==> src/rtl/aquaflex_pkg.sv <==
// aquaflex shared types: FSM states, route codes, peristaltic phase table.
// AQUAFLEX_FLUSH_EN adds the FLUSH state to the sequencer.
package aquaflex_pkg;

  typedef enum logic [2:0] {
    ST_IDLE     = 3'd0,
    ST_SETTLE   = 3'd1,
    ST_LOAD     = 3'd2,
    ST_MIX      = 3'd3,
    ST_DISPENSE = 3'd4,
`ifdef AQUAFLEX_FLUSH_EN
    ST_FLUSH    = 3'd5,
`endif
    ST_DONE     = 3'd6
  } state_e;

  localparam logic [2:0] SRC_B = 3'd0;
  localparam logic [2:0] SRC_C = 3'd1;
  localparam logic [2:0] SRC_D = 3'd2;
  localparam logic [2:0] SRC_E = 3'd3;
  localparam logic [2:0] SRC_F = 3'd4;

  localparam logic [1:0] DST_H = 2'd0;
  localparam logic [1:0] DST_I = 2'd1;
  localparam logic [1:0] DST_J = 2'd2;

  localparam logic [2:0] PUMP_CLOSED = 3'b111;

  localparam logic [2:0] PERI_SEQ [0:5] = '{
    3'b100, 3'b110, 3'b010,
    3'b011, 3'b001, 3'b101
  };

  function automatic logic [4:0] srcMask(input logic [2:0] src);
    return 5'b00001 << src;
  endfunction

  function automatic logic [2:0] dstMask(input logic [1:0] dst);
    return 3'b001 << dst;
  endfunction

endpackage

==> src/rtl/aquaflex_flow_sequencer_if.sv <==
// Command handshake bundle for the aquaflex flow sequencer.
// master issues transfers, slave (the sequencer) accepts them.
interface aquaflex_flow_sequencer_if #(
  parameter int VOL_W = 8,
  parameter int MIX_W = 12
);
  logic             cmd_valid;
  logic             cmd_ready;
  logic [2:0]       cmd_src;
  logic [1:0]       cmd_dst;
  logic [VOL_W-1:0] cmd_vol;
  logic [MIX_W-1:0] cmd_mix;

  modport master (
    output cmd_valid, cmd_src, cmd_dst,
    output cmd_vol, cmd_mix,
    input  cmd_ready
  );

  modport slave (
    input  cmd_valid, cmd_src, cmd_dst,
    input  cmd_vol, cmd_mix,
    output cmd_ready
  );
endinterface

==> src/rtl/aquaflex_peri_pump.sv <==
// Peristaltic pump driver: steps the 6-phase valve pattern for N strokes.
// start (re)launches a run, halt closes the pump at once.
module aquaflex_peri_pump
  import aquaflex_pkg::*;
#(
  parameter int STEP_CYCLES = 4,
  parameter int VOL_W       = 8
) (
  input  logic             clk,
  input  logic             rst,
  input  logic             start,
  input  logic             halt,
  input  logic [VOL_W-1:0] strokes,
  output logic [2:0]       pattern,
  output logic             stroke_done
);

  localparam int HW = (STEP_CYCLES > 1) ? $clog2(STEP_CYCLES) : 1;

  logic             running;
  logic [HW-1:0]    holdCnt;
  logic [2:0]       phase;
  logic [VOL_W-1:0] strokeCnt;
  logic [VOL_W-1:0] target;
  logic             stepEnd;
  logic             strokeEnd;

  assign stepEnd   = holdCnt == HW'(STEP_CYCLES - 1);
  assign strokeEnd = stepEnd && (phase == 3'd5);
  assign stroke_done = running && strokeEnd &&
                       (strokeCnt == target - VOL_W'(1));

  // Phase hold, phase index and stroke counters; pattern registered.
  always_ff @(posedge clk) begin
    if (rst || halt) begin
      running   <= 1'b0;
      holdCnt   <= '0;
      phase     <= '0;
      strokeCnt <= '0;
      target    <= '0;
      pattern   <= PUMP_CLOSED;
    end else if (start) begin
      running   <= 1'b1;
      holdCnt   <= '0;
      phase     <= '0;
      strokeCnt <= '0;
      target    <= strokes;
      pattern   <= PERI_SEQ[0];
    end else if (running) begin
      if (stroke_done) begin
        running   <= 1'b0;
        holdCnt   <= '0;
        phase     <= '0;
        strokeCnt <= target;
        pattern   <= PUMP_CLOSED;
      end else if (strokeEnd) begin
        holdCnt   <= '0;
        phase     <= '0;
        strokeCnt <= strokeCnt + VOL_W'(1);
        pattern   <= PERI_SEQ[0];
      end else if (stepEnd) begin
        holdCnt   <= '0;
        phase     <= phase + 3'd1;
        pattern   <= PERI_SEQ[phase + 3'd1];
      end else begin
        holdCnt   <= holdCnt + HW'(1);
      end
    end
  end

endmodule

==> src/rtl/aquaflex_flow_sequencer.sv <==
// Transfer sequencer for aquaflex_3b: settle, load, mix, dispense.
// Define AQUAFLEX_FLUSH_EN to add a B->J flush stroke after dispense.
module aquaflex_flow_sequencer
  import aquaflex_pkg::*;
#(
  parameter int STEP_CYCLES   = 4,
  parameter int SETTLE_CYCLES = 8,
  parameter int VOL_W         = 8,
  parameter int MIX_W         = 12
) (
  input  logic       clk,
  input  logic       rst,
  aquaflex_flow_sequencer_if.slave cmd,
  input  logic       abort,
  output logic [4:0] in_valve,
  output logic [2:0] out_valve,
  output logic [2:0] pump_a,
  output logic [2:0] pump_c,
  output logic       mixer_en,
  output logic       busy,
  output logic       done,
  output logic       err
);

  localparam int SW = $clog2(SETTLE_CYCLES + 1);
  localparam int CW = (MIX_W > SW) ? MIX_W : SW;

  state_e           state, stateN;
  logic [CW-1:0]    cnt, cntN;
  logic [2:0]       srcR;
  logic [1:0]       dstR;
  logic [VOL_W-1:0] volR;
  logic [MIX_W-1:0] mixR;
  logic [VOL_W-1:0] strokesA, strokesC;
  logic             accept, cmdBad, halt;
  logic             startA, startC, doneA, doneC;
  logic [4:0]       inN;
  logic [2:0]       outN;
  logic             mixN, doneN, errN;

  assign cmd.cmd_ready = (state == ST_IDLE);
  assign busy   = (state != ST_IDLE);
  assign accept = cmd.cmd_valid && cmd.cmd_ready;
  assign cmdBad = (cmd.cmd_src > SRC_F) ||
                  (cmd.cmd_dst > DST_J) ||
                  (cmd.cmd_vol == '0);
  assign halt   = abort && (state != ST_IDLE);

  // Next state, phase counters and next registered actuator values.
  always_comb begin
    stateN   = state;
    cntN     = cnt;
    startA   = 1'b0;
    startC   = 1'b0;
    strokesA = volR;
    strokesC = volR;
    errN     = 1'b0;
    inN      = '0;
    outN     = '0;
    mixN     = 1'b0;
    unique case (state)
      ST_IDLE: begin
        if (accept) begin
          if (cmdBad) begin
            errN = 1'b1;
          end else begin
            stateN = ST_SETTLE;
            cntN   = '0;
          end
        end
      end
      ST_SETTLE: begin
        if (cnt == CW'(SETTLE_CYCLES - 1)) begin
          stateN = ST_LOAD;
          startA = 1'b1;
          cntN   = '0;
        end else begin
          cntN = cnt + CW'(1);
        end
      end
      ST_LOAD: begin
        if (doneA) begin
          if (mixR == '0) begin
            stateN = ST_DISPENSE;
            startC = 1'b1;
          end else begin
            stateN = ST_MIX;
            cntN   = '0;
          end
        end
      end
      ST_MIX: begin
        if (cnt == CW'(mixR) - CW'(1)) begin
          stateN = ST_DISPENSE;
          startC = 1'b1;
          cntN   = '0;
        end else begin
          cntN = cnt + CW'(1);
        end
      end
      ST_DISPENSE: begin
        if (doneC) begin
`ifdef AQUAFLEX_FLUSH_EN
          stateN   = ST_FLUSH;
          startA   = 1'b1;
          startC   = 1'b1;
          strokesA = VOL_W'(1);
          strokesC = VOL_W'(1);
`else
          stateN = ST_DONE;
`endif
        end
      end
`ifdef AQUAFLEX_FLUSH_EN
      ST_FLUSH: begin
        if (doneA) stateN = ST_DONE;
      end
`endif
      ST_DONE: stateN = ST_IDLE;
      default: stateN = ST_IDLE;
    endcase
    if (halt) begin
      stateN = ST_IDLE;
      cntN   = '0;
      errN   = 1'b1;
    end
    unique case (stateN)
      ST_SETTLE, ST_LOAD:
        inN = srcMask(state == ST_IDLE ? cmd.cmd_src : srcR);
      ST_MIX: mixN = 1'b1;
      ST_DISPENSE: outN = dstMask(dstR);
`ifdef AQUAFLEX_FLUSH_EN
      ST_FLUSH: begin
        inN  = srcMask(SRC_B);
        outN = dstMask(DST_J);
      end
`endif
      default: ;
    endcase
    doneN = (stateN == ST_DONE);
  end

  // State and phase counter register.
  always_ff @(posedge clk) begin
    if (rst) begin
      state <= ST_IDLE;
      cnt   <= '0;
    end else begin
      state <= stateN;
      cnt   <= cntN;
    end
  end

  // Capture command fields on an accepted, valid command.
  always_ff @(posedge clk) begin
    if (rst) begin
      srcR <= '0;
      dstR <= '0;
      volR <= '0;
      mixR <= '0;
    end else if (accept && !cmdBad) begin
      srcR <= cmd.cmd_src;
      dstR <= cmd.cmd_dst;
      volR <= cmd.cmd_vol;
      mixR <= cmd.cmd_mix;
    end
  end

  // Registered valve, mixer and status pulse outputs.
  always_ff @(posedge clk) begin
    if (rst) begin
      in_valve  <= '0;
      out_valve <= '0;
      mixer_en  <= 1'b0;
      done      <= 1'b0;
      err       <= 1'b0;
    end else begin
      in_valve  <= inN;
      out_valve <= outN;
      mixer_en  <= mixN;
      done      <= doneN;
      err       <= errN;
    end
  end

  aquaflex_peri_pump #(
    .STEP_CYCLES (STEP_CYCLES),
    .VOL_W       (VOL_W)
  ) pumpA (
    .clk         (clk),
    .rst         (rst),
    .start       (startA),
    .halt        (halt),
    .strokes     (strokesA),
    .pattern     (pump_a),
    .stroke_done (doneA)
  );

  aquaflex_peri_pump #(
    .STEP_CYCLES (STEP_CYCLES),
    .VOL_W       (VOL_W)
  ) pumpC (
    .clk         (clk),
    .rst         (rst),
    .start       (startC),
    .halt        (halt),
    .strokes     (strokesC),
    .pattern     (pump_c),
    .stroke_done (doneC)
  );

endmodule
==> src/flat_wrapper.sv <==
// flat-port wrapper written by rule: the top's interface ports become plain ports
module aquaflex_flow_sequencer_flat import aquaflex_pkg::*;
#(
  parameter int STEP_CYCLES   = 4,
  parameter int SETTLE_CYCLES = 8,
  parameter int VOL_W         = 8,
  parameter int MIX_W         = 12
)
  (clk, rst, abort, in_valve, out_valve, pump_a, pump_c, mixer_en, busy, done, err, cmd_cmd_valid, cmd_cmd_src, cmd_cmd_dst, cmd_cmd_vol, cmd_cmd_mix, cmd_cmd_ready);
  aquaflex_flow_sequencer_if #(.VOL_W(VOL_W), .MIX_W(MIX_W)) cmd_i ();
  input  logic clk;
  input  logic rst;
  input  logic abort;
  output logic [4:0] in_valve;
  output logic [2:0] out_valve;
  output logic [2:0] pump_a;
  output logic [2:0] pump_c;
  output logic mixer_en;
  output logic busy;
  output logic done;
  output logic err;
  input wire logic [$bits(cmd_i.cmd_valid)-1:0] cmd_cmd_valid;
  input wire logic [$bits(cmd_i.cmd_src)-1:0] cmd_cmd_src;
  input wire logic [$bits(cmd_i.cmd_dst)-1:0] cmd_cmd_dst;
  input wire logic [$bits(cmd_i.cmd_vol)-1:0] cmd_cmd_vol;
  input wire logic [$bits(cmd_i.cmd_mix)-1:0] cmd_cmd_mix;
  output wire logic [$bits(cmd_i.cmd_ready)-1:0] cmd_cmd_ready;
  assign cmd_i.cmd_valid = cmd_cmd_valid;
  assign cmd_i.cmd_src = cmd_cmd_src;
  assign cmd_i.cmd_dst = cmd_cmd_dst;
  assign cmd_i.cmd_vol = cmd_cmd_vol;
  assign cmd_i.cmd_mix = cmd_cmd_mix;
  assign cmd_cmd_ready = cmd_i.cmd_ready;
  aquaflex_flow_sequencer #(.STEP_CYCLES(STEP_CYCLES), .SETTLE_CYCLES(SETTLE_CYCLES), .VOL_W(VOL_W), .MIX_W(MIX_W)) u_core (.clk(clk), .rst(rst), .cmd(cmd_i), .abort(abort), .in_valve(in_valve), .out_valve(out_valve), .pump_a(pump_a), .pump_c(pump_c), .mixer_en(mixer_en), .busy(busy), .done(done), .err(err));
endmodule
==> config.mk <==
export PLATFORM = sky130hd
export DESIGN_NAME = aquaflex_flow_sequencer_flat
export DESIGN_NICKNAME = d
export VERILOG_FILES = /design/src/rtl/aquaflex_pkg.sv /design/src/rtl/aquaflex_flow_sequencer_if.sv /design/src/rtl/aquaflex_peri_pump.sv /design/src/rtl/aquaflex_flow_sequencer.sv /design/src/flat_wrapper.sv
export SDC_FILE = /design/constraint.sdc
export NUM_CORES = 1
export LEC_CHECK = 0
export BUFFER_PORTS_ARGS = -buffer_cell sky130_fd_sc_hd__buf_2
export CAP_MARGIN = 20
export CORE_AREA = 2 2 133 135
export DETAILED_ROUTE_END_ITERATION = 12
export DIE_AREA = 0 0 135 137
export GPL_ROUTABILITY_DRIVEN = 0
export GPL_TIMING_DRIVEN = 0
export PLACE_DENSITY_LB_ADDON = 0.3
export SYNTH_ARGS = -nofsm -noshare
export SYNTH_HDL_FRONTEND = slang
export SYNTH_SLANG_ARGS = --single-unit
==> constraint.sdc <==
create_clock -name clk -period 3.3 [get_ports clk]
set_input_delay 0.66 -clock clk [delete_from_list [all_inputs] [get_ports clk]]
set_output_delay 0.66 -clock clk [all_outputs]
set_load 0.01 [all_outputs]
==> results.yml <==
status:
  outcome: "finished clean"
clock_tree:
  postCtsSetupBuffers: 0
  clock_latency_ns: 0.35
  cts_resized: 0
  cts_root_buf: "clkbuf_16"
  clk_pin_slew_ns: 0.07
  cts_htree_levels: 3
  numClockSinks: 101
  cts_tree: "built"
  ctsHoldBuffers: 0
  cts_max_path_buffers: 2
  numCtsBuffers: 9
hold_path:
  min_path_cells: 1
  hp-class: "flop to flop"
global_route:
  grt_pass1_vias: 4950
  overflow: 0
  grt_max_degree: 15
  grt_use_total_pct: 16.3
  grt_first_pass_wirelength_um: 24600
  antenna_found_initial: 0
detailed_routing:
  firstDrtPassIters: 4
  route.detailed.drc: 0
  drt-initial-drc-count: 249
  wl_per_cell_um: 14.1
  vias: 5378
  wirelength_um: 14300
  vias_per_cell: 5.30
  route.antenna.remaining_nets: 0
flow_run:
  max-cap-violations: 0
timing:
  drv_slew: 0
  fin_setup_tns_ns: 0
  setup_violations: 0
  period_share_pct: 92.0
  relSlewSlack_pct: 45.9
  finClkSkew_ns: 0.00902
  tightest_slew_ns: 0.804
  fmax_mhz: 329
  fin_crit_ns: 3.04
  hold_slack_ns: 0.468
  rsz0062_at_grt: "no"
  hold_viol: 0
  fin_ws_ns: 0.263
layout:
  area_growth_pct: 13.7
  diodes: 0
  fin_nets: 831
  nFillCells: 1830
  final_util_pct: 38.9
  final_layout_size_suffix_gt1_share_pct: 12.0
  finalNonFillerCells: 1014
synthesis:
  synth_nets: 773
  synth_top_area_cell: "dfxtp_1"
  synth_edf_count: 0
  post-synth-top-count-cell: "dfxtp_1"
  ys_seq_area_share_pct: 34.6
  syn_area_per_cell_um2: 8.02
  synth_common_cells: "101 x dfxtp_1, 82 x nand2_1, 73 x nor2_1"
  synthTopCellsByArea: "dfxtp_1 35%, a21oi_1 5.4%, nand2_1 5.3%, nor2_1 4.7%, ha_1 3.4%"
  synthFlopType: "dfxtp_1"
  syn_area_um2: 5840
  yosys.cell_types.count: 73
  synth-seq-cells: 101
  yosys_warnings: 0
  synth_top_area_share_pct: 34.6
  synthCells: 728
  async_flop_share_pct: 0
worst_setup_path:
  cp_max_fo: 8
  cpPeakStageDelay_ns: 0.69
  critPathSlowestCell: "o31ai_1"
  cp_num_buf_inv: 2
  crit_type: "flop to flop"
  r2r_cells: 10
  path_cells: "inv_1 > ha_1 > nor2b_1 > clkbuf_1 > a21o_1 > a211oi_1 > a211oi_1 > and4_1 > o31ai_1 > a21oi_1"
  crit_path_start_kind: "flop"
  cp.arrival_ns: 3.23
  end_kind: "flop"
  worst-endpoint-required_ns: 3.49
  path_common_cell: "a211oi_1"
  cp_top_family: "compound AO/OA/AOI/OAI gates"
  cp.depth: 10
floorplanning:
  start_util_pct: 34.3
  die_x_um: 135
  placementRows: 48
  core_area_um2: 17100
  die-area_um2: 18500
  io_pins: 48
  die_y_um: 137
pwr:
  comb_power_share_pct: 11.0
  swShare_pct: 24.8
  p_seq_share_pct: 48.9
  leakage_nw: 2.43
  pwr-share-clk_pct: 40.1
  internal_power_mw: 1.94
  ir_drop_mv: 0.235
  p_switching_uw: 640
  pwr_density_cell_nw_per_um2: 389
place:
  dp_hpwl_um: 10700
  dp.cells: 1000
  place_worst_setup_slack_ns: 0.336
  portBuffers: 47
==> path summary, 6_finish.rpt <==
check                          start                      end  slack (ns)
max reg2reg           u_core.mixR[0]              u_core.done        0.26
min          u_core.pumpC.pattern[2]  u_core.pumpC.pattern[2]        0.47
max                   u_core.mixR[0]              u_core.done        0.26
min reg2reg  u_core.pumpC.pattern[2]  u_core.pumpC.pattern[2]        0.47
==> placed cells by master (no fill, tap or decap), types with 9 or more instances in the layout <==
master     count
a211oi_1      12
a21oi_1       63
a22oi_1       15
and3_1        10
buf_2         49
clkbuf_1      39
clkbuf_16      9
dfxtp_1      101
ha_1          16
inv_1         19
mux2_2         9
mux2i_1       17
nand2_1       82
nand3_1       25
nand4_1       11
nor2_1        73
nor2b_1        9
nor3_1        22
o211ai_1      15
o21ai_0       35
or3_1          9
xnor2_1       20
xor2_1        12
==> final cells by class <==
type / count / area [µm²] / share of cell area (%)
plain buffers: 45 / 205 / 3.09
clock buffers: 12 / 246 / 3.71
clock inverters: 2 / 35.0 / 0.528
inverters: 20 / 75.1 / 1.13
multi-input cells: 562 / 3540 / 53.3
flip-flops and latches: 101 / 2020 / 30.5
well taps: 225 / 282 / 4.24
repair buffers: 47 / 235 / 3.54
==> cells by family (layout without fill, tap and decap cells) <==
family / after synthesis / after routing / synth area share, %
AOI/OAI and AO/OA: 194 / 194 / 22.1
and+or+nand+nor: 294 / 294 / 25.6
adders and majority gates: 16 / 16 / 3.43
buffers and inverters: 65 / 126 / 4.80
xor gates and xnor gates: 32 / 32 / 4.80
DFF: 101 / 101 / 34.6
muxes: 26 / 26 / 4.65
==> power by group through the flow <==
stage          combinational, mW  sequential (mW)  clock [mW]
2_1_floorplan              0.198             1.29           0
3_3_place_gp               0.283             1.29           0
3_5_place_dp               0.284             1.29           0
4_1_cts                    0.285             1.26        1.07
5_1_grt                    0.318             1.27        1.11
6_report                   0.284             1.26        1.04
==> per-stage QoR <==
step	area, µm²	power, mW
6_report	6640	2.58
5_1_grt	6640	2.70
4_1_cts	6640	2.62
3_5_place_dp	6360	1.57
3_3_place_gp	6360	1.57
2_1_floorplan	5840	1.48
==> state kept, by name, indices dropped and copies added (netlist names), 5 cells and up <==
register	cells
u_core.mixR	12
u_core.pumpA.target	8
u_core.strokesA	8
u_core.pumpA.strokeCnt	8
u_core.cnt	12
u_core.pumpC.strokeCnt	8
u_core.in_valve	5
u_core.pumpC.target	8
==> routing by layer <==
metal  vias up  track usage (%)  part of all wire, %
met4         0             5.67                  1.4
met2        96             25.7                   43
met5         -                0                    0
met1      2518             22.7                   52
li1       2752                -                    -
met3        12             2.48                  3.4
(Power assumes the default switching activity.)
